### src/rtl/pool_wr_serializer.sv
// Splits 64-bit pooled words into two 32-bit SRAM writes (low half first) behind a small FIFO.
// Optional feature: define POOL_WR_OVF_CNT_EN to count dropped pool_valid strobes on ovf_cnt.
module pool_wr_serializer #(
    parameter int unsigned ADDR_W     = 12,
    parameter int unsigned FIFO_DEPTH = 4,
    parameter int unsigned CNT_W      = 12
) (
    input  logic              clk,
    input  logic              rst,
    input  logic              start,
    input  logic [ADDR_W-1:0] base_addr,
    input  logic [CNT_W-1:0]  total_words,
    input  logic              pool_valid,
    input  logic [63:0]       pool_data,
    output logic              mem_wen,
    output logic [ADDR_W-1:0] mem_addr,
    output logic [31:0]       mem_wdata,
    input  logic              mem_ready,
    output logic              busy,
    output logic              done,
    output logic              ovf,
    output logic [7:0]        ovf_cnt
);

    localparam int unsigned PTR_W = $clog2(FIFO_DEPTH);

    typedef enum logic [1:0] {StIdle, StLo, StHi} state_e;

    state_e            state_q, state_d;
    logic [63:0]       fifo_q [FIFO_DEPTH];
    logic [PTR_W-1:0]  wr_ptr_q, wr_ptr_d, rd_ptr_q, rd_ptr_d;
    logic [PTR_W:0]    count_q, count_d;
    logic [ADDR_W-1:0] addr_q, addr_d;
    logic [CNT_W-1:0]  word_cnt_q, word_cnt_d, total_q, total_d;
    logic              busy_q, busy_d, done_q, done_d, ovf_q, ovf_d;
    logic              full, xfer, pop, push, drop, last;
    logic [CNT_W:0]    word_cnt_inc;
    logic [63:0]       head;

    assign full         = count_q == (PTR_W+1)'(FIFO_DEPTH);
    assign xfer         = (state_q != StIdle) && mem_ready;
    assign pop          = xfer && (state_q == StHi);
    // A pop in the same cycle frees the slot the incoming word needs.
    assign push         = pool_valid && busy_q && (!full || pop);
    assign drop         = pool_valid && busy_q && full && !pop;
    assign word_cnt_inc = {1'b0, word_cnt_q} + (CNT_W+1)'(2);
    assign last         = word_cnt_inc >= {1'b0, total_q};
    assign head         = fifo_q[rd_ptr_q];

    always_comb begin
        state_d    = state_q;
        wr_ptr_d   = wr_ptr_q;
        rd_ptr_d   = rd_ptr_q;
        count_d    = count_q;
        addr_d     = addr_q;
        word_cnt_d = word_cnt_q;
        total_d    = total_q;
        busy_d     = busy_q;
        done_d     = done_q;
        ovf_d      = ovf_q;

        if (start) begin
            state_d    = StIdle;
            wr_ptr_d   = '0;
            rd_ptr_d   = '0;
            count_d    = '0;
            addr_d     = base_addr;
            word_cnt_d = '0;
            total_d    = total_words;
            busy_d     = total_words != '0;
            done_d     = total_words == '0;
            ovf_d      = 1'b0;
        end else begin
            if (push) wr_ptr_d = wr_ptr_q + PTR_W'(1);
            if (pop)  rd_ptr_d = rd_ptr_q + PTR_W'(1);
            case ({push, pop})
                2'b10:   count_d = count_q + (PTR_W+1)'(1);
                2'b01:   count_d = count_q - (PTR_W+1)'(1);
                default: count_d = count_q;
            endcase
            if (drop) ovf_d = 1'b1;
            if (xfer) addr_d = addr_q + ADDR_W'(1);

            case (state_q)
                StIdle: begin
                    // Looking at push as well gives one-cycle latency from an empty FIFO.
                    if (busy_q && (count_q != '0 || push)) state_d = StLo;
                end
                StLo: begin
                    if (xfer) state_d = StHi;
                end
                StHi: begin
                    if (xfer) begin
                        word_cnt_d = word_cnt_inc[CNT_W-1:0];
                        if (last) begin
                            state_d  = StIdle;
                            busy_d   = 1'b0;
                            done_d   = 1'b1;
                            wr_ptr_d = '0;
                            rd_ptr_d = '0;
                            count_d  = '0;
                        end else if (count_d != '0) begin
                            state_d = StLo;
                        end else begin
                            state_d = StIdle;
                        end
                    end
                end
                default: state_d = StIdle;
            endcase
        end
    end

    always_ff @(posedge clk) begin
        if (rst) begin
            state_q    <= StIdle;
            wr_ptr_q   <= '0;
            rd_ptr_q   <= '0;
            count_q    <= '0;
            addr_q     <= '0;
            word_cnt_q <= '0;
            total_q    <= '0;
            busy_q     <= 1'b0;
            done_q     <= 1'b0;
            ovf_q      <= 1'b0;
        end else begin
            state_q    <= state_d;
            wr_ptr_q   <= wr_ptr_d;
            rd_ptr_q   <= rd_ptr_d;
            count_q    <= count_d;
            addr_q     <= addr_d;
            word_cnt_q <= word_cnt_d;
            total_q    <= total_d;
            busy_q     <= busy_d;
            done_q     <= done_d;
            ovf_q      <= ovf_d;
        end
    end

    // Storage needs no reset: mem_wdata is forced to zero whenever the FSM is idle.
    always_ff @(posedge clk) begin
        if (push && !start && !rst) fifo_q[wr_ptr_q] <= pool_data;
    end

    always_comb begin
        mem_wdata = '0;
        if (state_q == StLo)      mem_wdata = head[31:0];
        else if (state_q == StHi) mem_wdata = head[63:32];
    end

    assign mem_wen  = state_q != StIdle;
    assign mem_addr = addr_q;
    assign busy     = busy_q;
    assign done     = done_q;
    assign ovf      = ovf_q;

`ifdef POOL_WR_OVF_CNT_EN
    logic [7:0] ovf_cnt_q;

    always_ff @(posedge clk) begin
        if (rst || start) begin
            ovf_cnt_q <= '0;
        end else if (drop && ovf_cnt_q != 8'hFF) begin
            ovf_cnt_q <= ovf_cnt_q + 8'd1;
        end
    end

    assign ovf_cnt = ovf_cnt_q;
`else
    assign ovf_cnt = 8'h00;
`endif

endmodule

### config.mk
export PLATFORM = sky130hd
export DESIGN_NAME = pool_wr_serializer
export DESIGN_NICKNAME = d
export VERILOG_FILES = /design/src/rtl/pool_wr_serializer.sv
export SDC_FILE = /design/constraint.sdc
export NUM_CORES = 1
export LEC_CHECK = 0
export CORE_MARGIN = 2
export CORE_UTILIZATION = 35
export CTS_CLUSTER_DIAMETER = 50
export CTS_CLUSTER_SIZE = 20
export DETAILED_ROUTE_END_ITERATION = 6
export HOLD_SLACK_MARGIN = 0.06
export PLACE_DENSITY = 0.55
export SLEW_MARGIN = 0
export SYNTH_ARGS = -nofsm -noshare
export SYNTH_HDL_FRONTEND = slang
export SYNTH_SLANG_ARGS = --single-unit
### constraint.sdc
create_clock -name clk -period 3.5 [get_ports clk]
set_input_delay 0.35 -clock clk [delete_from_list [all_inputs] [get_ports clk]]
set_output_delay 0.35 -clock clk [all_outputs]
set_load 0.02 [all_outputs]
==> out/metrics.yaml, run 1 <==
status:
  status: "finished clean"
clocking:
  cts_buffer_depth: 3
  cts.sinks: 303
  cts-resized-gates: 0
  numCtsBuffers: 29
  cts_setup_buffers: 0
  cts_hold_buffers: 0
  htree_levels: 1
  ctsRootBufferMaster: "clkbuf_16"
  path_clk_slew_ns: 0.07
  clk-insertion-delay-late_ns: 0.59
  tritoncts: "done"
detailed_routing:
  dr.pass1.iters: 5
  drt_iter0_drc: 361
  wl_per_cell_um: 19.3
  vias: 6569
  viasPerCell: 4.93
  drc_errors: 0
  drt-total-wl_um: 25700
  ant_nets: 0
synthesis:
  synth_simple_gate_area_frac: 0.0526
  ys_ff_latch: 303
  netlist_area_um2: 12300
  yosys_most_used_dff: "edfxtp_1"
  postSynthAreaPerCell_um2: 17.7
  ys_seq_area_frac: 0.700
  synthMuxAreaShare: 0.132
  synth_top_family_by_area: "multiplexers"
  ys_types: 55
  synth-edff-count: 256
  async_flop_share: 0
  synthAdderAreaFrac: 0.0189
  synth_xor_area_frac: 0.0213
  synth_compound_area_frac: 0.0499
  ys_warn_count: 0
  synthCells: 698
placed_design:
  dp_slack_ns: 0.622
  hpwl_um: 16200
  gp_congestion: 0.740
  dp.cells: 1278
  portBuffers: 140
setup_path:
  crit_start: "state_q[1]"
  startpoint_type: "flip-flop"
  path_max_fanout: 33
  timing.rr.start: "word_cnt_q[3]"
  critical_path_class: "reg -> out"
  end_kind: "primary output"
  cp.required_ns: 3.15
  cp.arrival_ns: 2.78
floorplanning:
  die_area_um2: 36700
  io_pins: 149
  fp.dieH_um: 192
  core-area_um2: 34600
  initial_core_util: 0.356
  num_rows: 68
  die_x_um: 192
global_route:
  first_global_vias: 6880
  grt_pass1_wl_um: 39900
  grt_max_degree: 50
  overflow: 0
  antenna_found_initial: 1
  grt.total_usage: 0.142
timing:
  grt_setup_unrepaired: "no"
  holdWs_ns: 0.347
  fin_worst_skew_ns: 0.0284
  finalCritPeriodShare: 0.894
  hold_violations: 0
  tns_ns: 0
  finalMaxSlewViolations: 0
  worst_pin_slew_ns: 0.590
  max-slew-margin-rel: 0.603
  worst_slack_ns: 0.371
  period_needed_ns: 3.13
  fmaxAchievable_ghz: 0.320
  setup-violations-final: 0
layout:
  area_growth_pct: 25.2
  utilization: 0.445
  n_antenna_cell: 0
  fin_cells: 1332
  drive_above_1_share: 0.189
  nNetsFinal: 965
pwr:
  ir_worst_vdd_mv: 0.388
  p_leak_nw: 5.03
  power_density_nw_per_um2: 492
min_path:
  min_from: "base_addr[9]"
  hold_class: "in -> reg"
run:
  maxCapViolations: 0
path summary, 6_finish.rpt:
kind	end	slack [ns]	cells past startpoint
setup / recovery	mem_wdata[17]	0.37	4
hold / removal	mem_addr[9]	0.35	3
setup reg to reg	done	0.68	10
hold reg to reg	done	0.49	1
through the flow:
stage          power, mW  instance area (µm²)
2_1_floorplan       4.18                12300
3_3_place_gp        4.38                14400
3_5_place_dp        4.39                14400
4_1_cts             7.70                15400
5_1_grt             7.86                15400
6_report            7.59                15400
kinds of logic (layout without fill, tap and decap cells):
| kind of cell | count (synthesis) | count (layout) |
|---|---|---|
| mux | 83 | 83 |
| buf+inv | 62 | 234 |
| other cells | 1 | 8 |
| flops | 303 | 303 |
| simple gates | 123 | 123 |
| compound gates | 78 | 78 |
| xor+xnor | 30 | 30 |
| fa+ha+maj | 18 | 18 |
cells in the mapped netlist (all sizes together) (2+ instances only):
cell / instances / area share
dfxtp: 47 / 0.076
mux2i: 19 / 0.015
nor2b: 4 / 0.0020
and2: 2 / 0.0010
xor2: 15 / 0.011
nor3: 9 / 0.0041
clkbuf: 17 / 0.0052
nand2: 23 / 0.0070
a31oi: 3 / 0.0027
o31ai: 2 / 0.0012
or2: 2 / 0.0010
or3: 3 / 0.0015
nand4: 6 / 0.0030
mux4: 64 / 0.12
and3: 9 / 0.0048
buf: 29 / 0.014
xnor2: 15 / 0.011
nand3b: 2 / 0.0022
edfxtp: 256 / 0.62
ha: 17 / 0.017
and4: 5 / 0.0041
inv: 16 / 0.0049
a211oi: 7 / 0.0043
a21oi: 19 / 0.0086
o21ai: 7 / 0.0028
nand3: 6 / 0.0024
nor4: 3 / 0.0015
a22o: 32 / 0.023
nor4b: 2 / 0.0019
nor2: 44 / 0.014
sequential cells by signal, summed over array words and instances, names as in the netlist:
| signal | count |
|---|---|
| word_cnt_q | 11 |
| total_q | 12 |
| fifo_q | 256 |
| state_q | 2 |
| ovf | 1 |
| count_q | 3 |
| wr_ptr_q | 2 |
| done | 1 |
| rd_ptr_q | 2 |
| mem_addr | 12 |
| busy | 1 |
report_power, final:
group	switching [mW]	internal, mW
Combinational	0.167	0.178
Sequential	0.0219	3.93
Clock	1.53	1.76
Total	1.72	5.87
routing by layer:
metal	GRT usage	routed length [µm]
met5	0	13
met4	0.0358	586
met3	0.0344	1390
met2	0.235	12300
met1	0.189	11400
critical path, cell delays in order, from the launching register on:
cell and delay, ns:
dfxtp_1 0.60, nor2b_4 0.22, buf_4 0.46, a22o_1 0.27
clkdlybuf4s50_1 0.63
area by class of cell:
cell class / instances / area (µm²)
multi-input cells: 340 / 3450
repair buffers: 164 / 1680
clock inverters: 25 / 298
inverters: 16 / 60.1
well taps: 455 / 569
flip-flops and latches: 303 / 8640
fillers: 3037 / 19200
clock buffers: 29 / 726
layout by cell type, fill, tap and decap left out, types with 3 or more instances in the layout:
cell type | synthesis | final
and3_4 | 0 | 4
or3_1 | 3 | 3
nor2_1 | 43 | 43
conb_1 | 1 | 8
clkdlybuf4s50_1 | 0 | 140
nand4_1 | 6 | 6
dfxtp_1 | 47 | 45
nor4_1 | 3 | 3
nor3_1 | 8 | 8
clkinv_8 | 0 | 3
xor2_1 | 15 | 15
nand3_1 | 6 | 6
nand2_1 | 23 | 23
xnor2_1 | 15 | 15
and3_1 | 7 | 3
mux2i_1 | 19 | 19
clkinv_4 | 0 | 5
a211oi_1 | 7 | 7
edfxtp_1 | 256 | 256
o21ai_0 | 7 | 7
mux4_2 | 64 | 64
buf_4 | 8 | 16
buf_12 | 0 | 8
a22o_1 | 32 | 32
clkbuf_16 | 0 | 29
inv_6 | 0 | 9
a21oi_1 | 18 | 18
inv_1 | 16 | 16
ha_1 | 17 | 17
(Power assumes the default switching activity.)
==> inputs of run 2 (changes only) <==
--- a/config.mk
+++ b/config.mk
@@ -10,7 +10,7 @@
 export CTS_CLUSTER_DIAMETER = 50
 export CTS_CLUSTER_SIZE = 20
 export DETAILED_ROUTE_END_ITERATION = 6
-export HOLD_SLACK_MARGIN = 0.06
+export HOLD_SLACK_MARGIN = 0.03
 export PLACE_DENSITY = 0.55
 export SLEW_MARGIN = 0
 export SYNTH_ARGS = -nofsm -noshare
==> constraint.sdc (replaced) <==
create_clock -name clk -period 3.5 [get_ports clk]
set_input_delay 0.35 -clock clk [delete_from_list [all_inputs] [get_ports clk]]
set_output_delay 0.35 -clock clk [all_outputs]
set_load 0.1 [all_outputs]
==> out/metrics.yaml, run 2 (synthesized netlist as in run 1, its figures left out) <==
pwr:
  power_frac_comb: 0.062
  pwr-share-clk: 0.430
  p_int_mw: 5.93
  power_density_nw_per_um2: 508
  p_seq_frac: 0.508
  ir_worst_vdd_mv: 0.407
  netSwitchingPower_mw: 1.86
  p_total_mw: 7.79
  p_leak_nw: 5.10
  switching_share: 0.239
global_route:
  grt_max_degree: 65
  antenna_found_initial: 2
  overflow: 0
  first_global_vias: 6859
  grt_pass1_wl_um: 39200
  grt.total_usage: 0.139
detailed_routing:
  ant_nets: 0
  wl_per_cell_um: 19.1
  drc_errors: 0
  drt-total-wl_um: 25400
  drt_iter0_drc: 291
  dr.pass1.iters: 4
  vias: 6573
  viasPerCell: 4.95
setup_path:
  cp_cell_sequence: "buf_4 -> mux4_2 -> a22o_1 -> buf_4"
  critical_path_class: "reg -> out"
  end_kind: "primary output"
  crit_slowest_cell: "dfxtp_4"
  cpPeakStageDelay_ns: 0.75
  cp.required_ns: 3.15
  path_max_fanout: 29
  startpoint_type: "flip-flop"
  cp.arrival_ns: 2.68
  crit_top_cell: "buf_4"
floorplanning:
  core-area_um2: 34600
  die_x_um: 192
  die_area_um2: 36700
  num_rows: 68
  initial_core_util: 0.356
  fp.dieH_um: 192
  io_pins: 149
timing:
  setup-violations-final: 0
  fin_worst_skew_ns: 0.0485
  finalCritPeriodShare: 0.865
  grt_setup_unrepaired: "no"
  worst_slack_ns: 0.472
  finalMaxSlewViolations: 0
  max-slew-margin-rel: 0.338
  hold_violations: 0
  period_needed_ns: 3.03
  worst_pin_slew_ns: 0.990
  tns_ns: 0
  fmaxAchievable_ghz: 0.330
clocking:
  htree_levels: 1
  path_clk_slew_ns: 0.06
  clk-insertion-delay-late_ns: 0.59
  cts_buffer_depth: 3
  cts.sinks: 303
  tritoncts: "done"
  cts-resized-gates: 0
  ctsRootBufferMaster: "clkbuf_16"
  cts_setup_buffers: 0
  numCtsBuffers: 30
  cts_hold_buffers: 0
layout:
  area_growth_pct: 24.5
  fillCellCount: 3087
  drive_above_1_share: 0.224
  n_antenna_cell: 0
  utilization: 0.443
  final_common_cell: "edfxtp_1"
  regMostFlops: "fifo_q"
  largest_register_ffs: 256
  layout_common_cells: "256 x edfxtp_1, 107 x clkdlybuf4s50_1, 64 x mux4_2, 45 x dfxtp_1"
  nNetsFinal: 961
run:
  maxCapViolations: 0
placed_design:
  gp_congestion: 0.725
  hpwl_um: 15700
  portBuffers: 140
  dp_slack_ns: 0.660
min_path:
  hold_class: "in -> reg"
status:
  status: "finished clean"
## run 2: cell types whose count changed in the layout (fill, tap and decap cells not counted), sizes merged
cell	delta
clkinvlp	-1
clkbuf	+2
inv	+2
buf	+28
clkinv	-1
clkdlybuf4s50	-33
## run 2: cell type report
type / instances / area (µm²) / share of cell area
flip-flops and latches: 303 / 8630 / 0.563
multi-input cells: 340 / 3440 / 0.224
well taps: 455 / 569 / 0.0371
repair buffers: 159 / 1570 / 0.103
inverters: 16 / 60.1 / 0.00392
clock buffers: 31 / 754 / 0.0492
clock inverters: 25 / 308 / 0.0201
## run 2: worst paths after layout
| kind | start | to | slack, ns | cells after the start |
|---|---|---|---|---|
| worst min register to register | total_q[3] | total_q[3] | 0.50 | 2 |
| worst max-delay path | rd_ptr_q[0] | mem_wdata[16] | 0.47 | 4 |
| worst max register to register | word_cnt_q[3] | done | 0.65 | 10 |
| worst min-delay path | base_addr[11] | mem_addr[11] | 0.36 | 3 |
## run 2: critical path, delay by kind of cell, from the launching register on
| kind | cells | cell delay [ns] |
|---|---|---|
| buffers and inverters | 2 | 0.56 |
| muxes | 1 | 0.52 |
| DFF | 1 | 0.75 |
| AOI/OAI and AO/OA | 1 | 0.28 |
## run 2: power by group through the flow
stage / sequential [mW] / combinational, mW / clock (mW)
final: 3.96 / 0.485 / 3.35
after global routing: 3.96 / 0.517 / 3.59
after CTS: 3.96 / 0.491 / 3.45
after detailed placement: 4.04 / 0.490 / 0
after global placement: 4.04 / 0.487 / 0
after floorplan: 4.10 / 0.218 / 0
## run 2: per-layer routing
layer,global-route usage,vias up,share of wire
met5,0,-,0.0011
met4,0.0361,4,0.022
met3,0.0281,45,0.045
met2,0.239,137,0.49
met1,0.182,3315,0.44
li1,-,3072,-
## run 2: stage by stage
stage	hold slack (ns)	instance area (µm²)	std cells
floorplan	0.449	12400	705
global placement	0.479	14300	1273
detailed placement	0.486	14300	1273
CTS	0.339	15300	1329
global route	0.365	15300	1329
finish	0.362	15300	1329
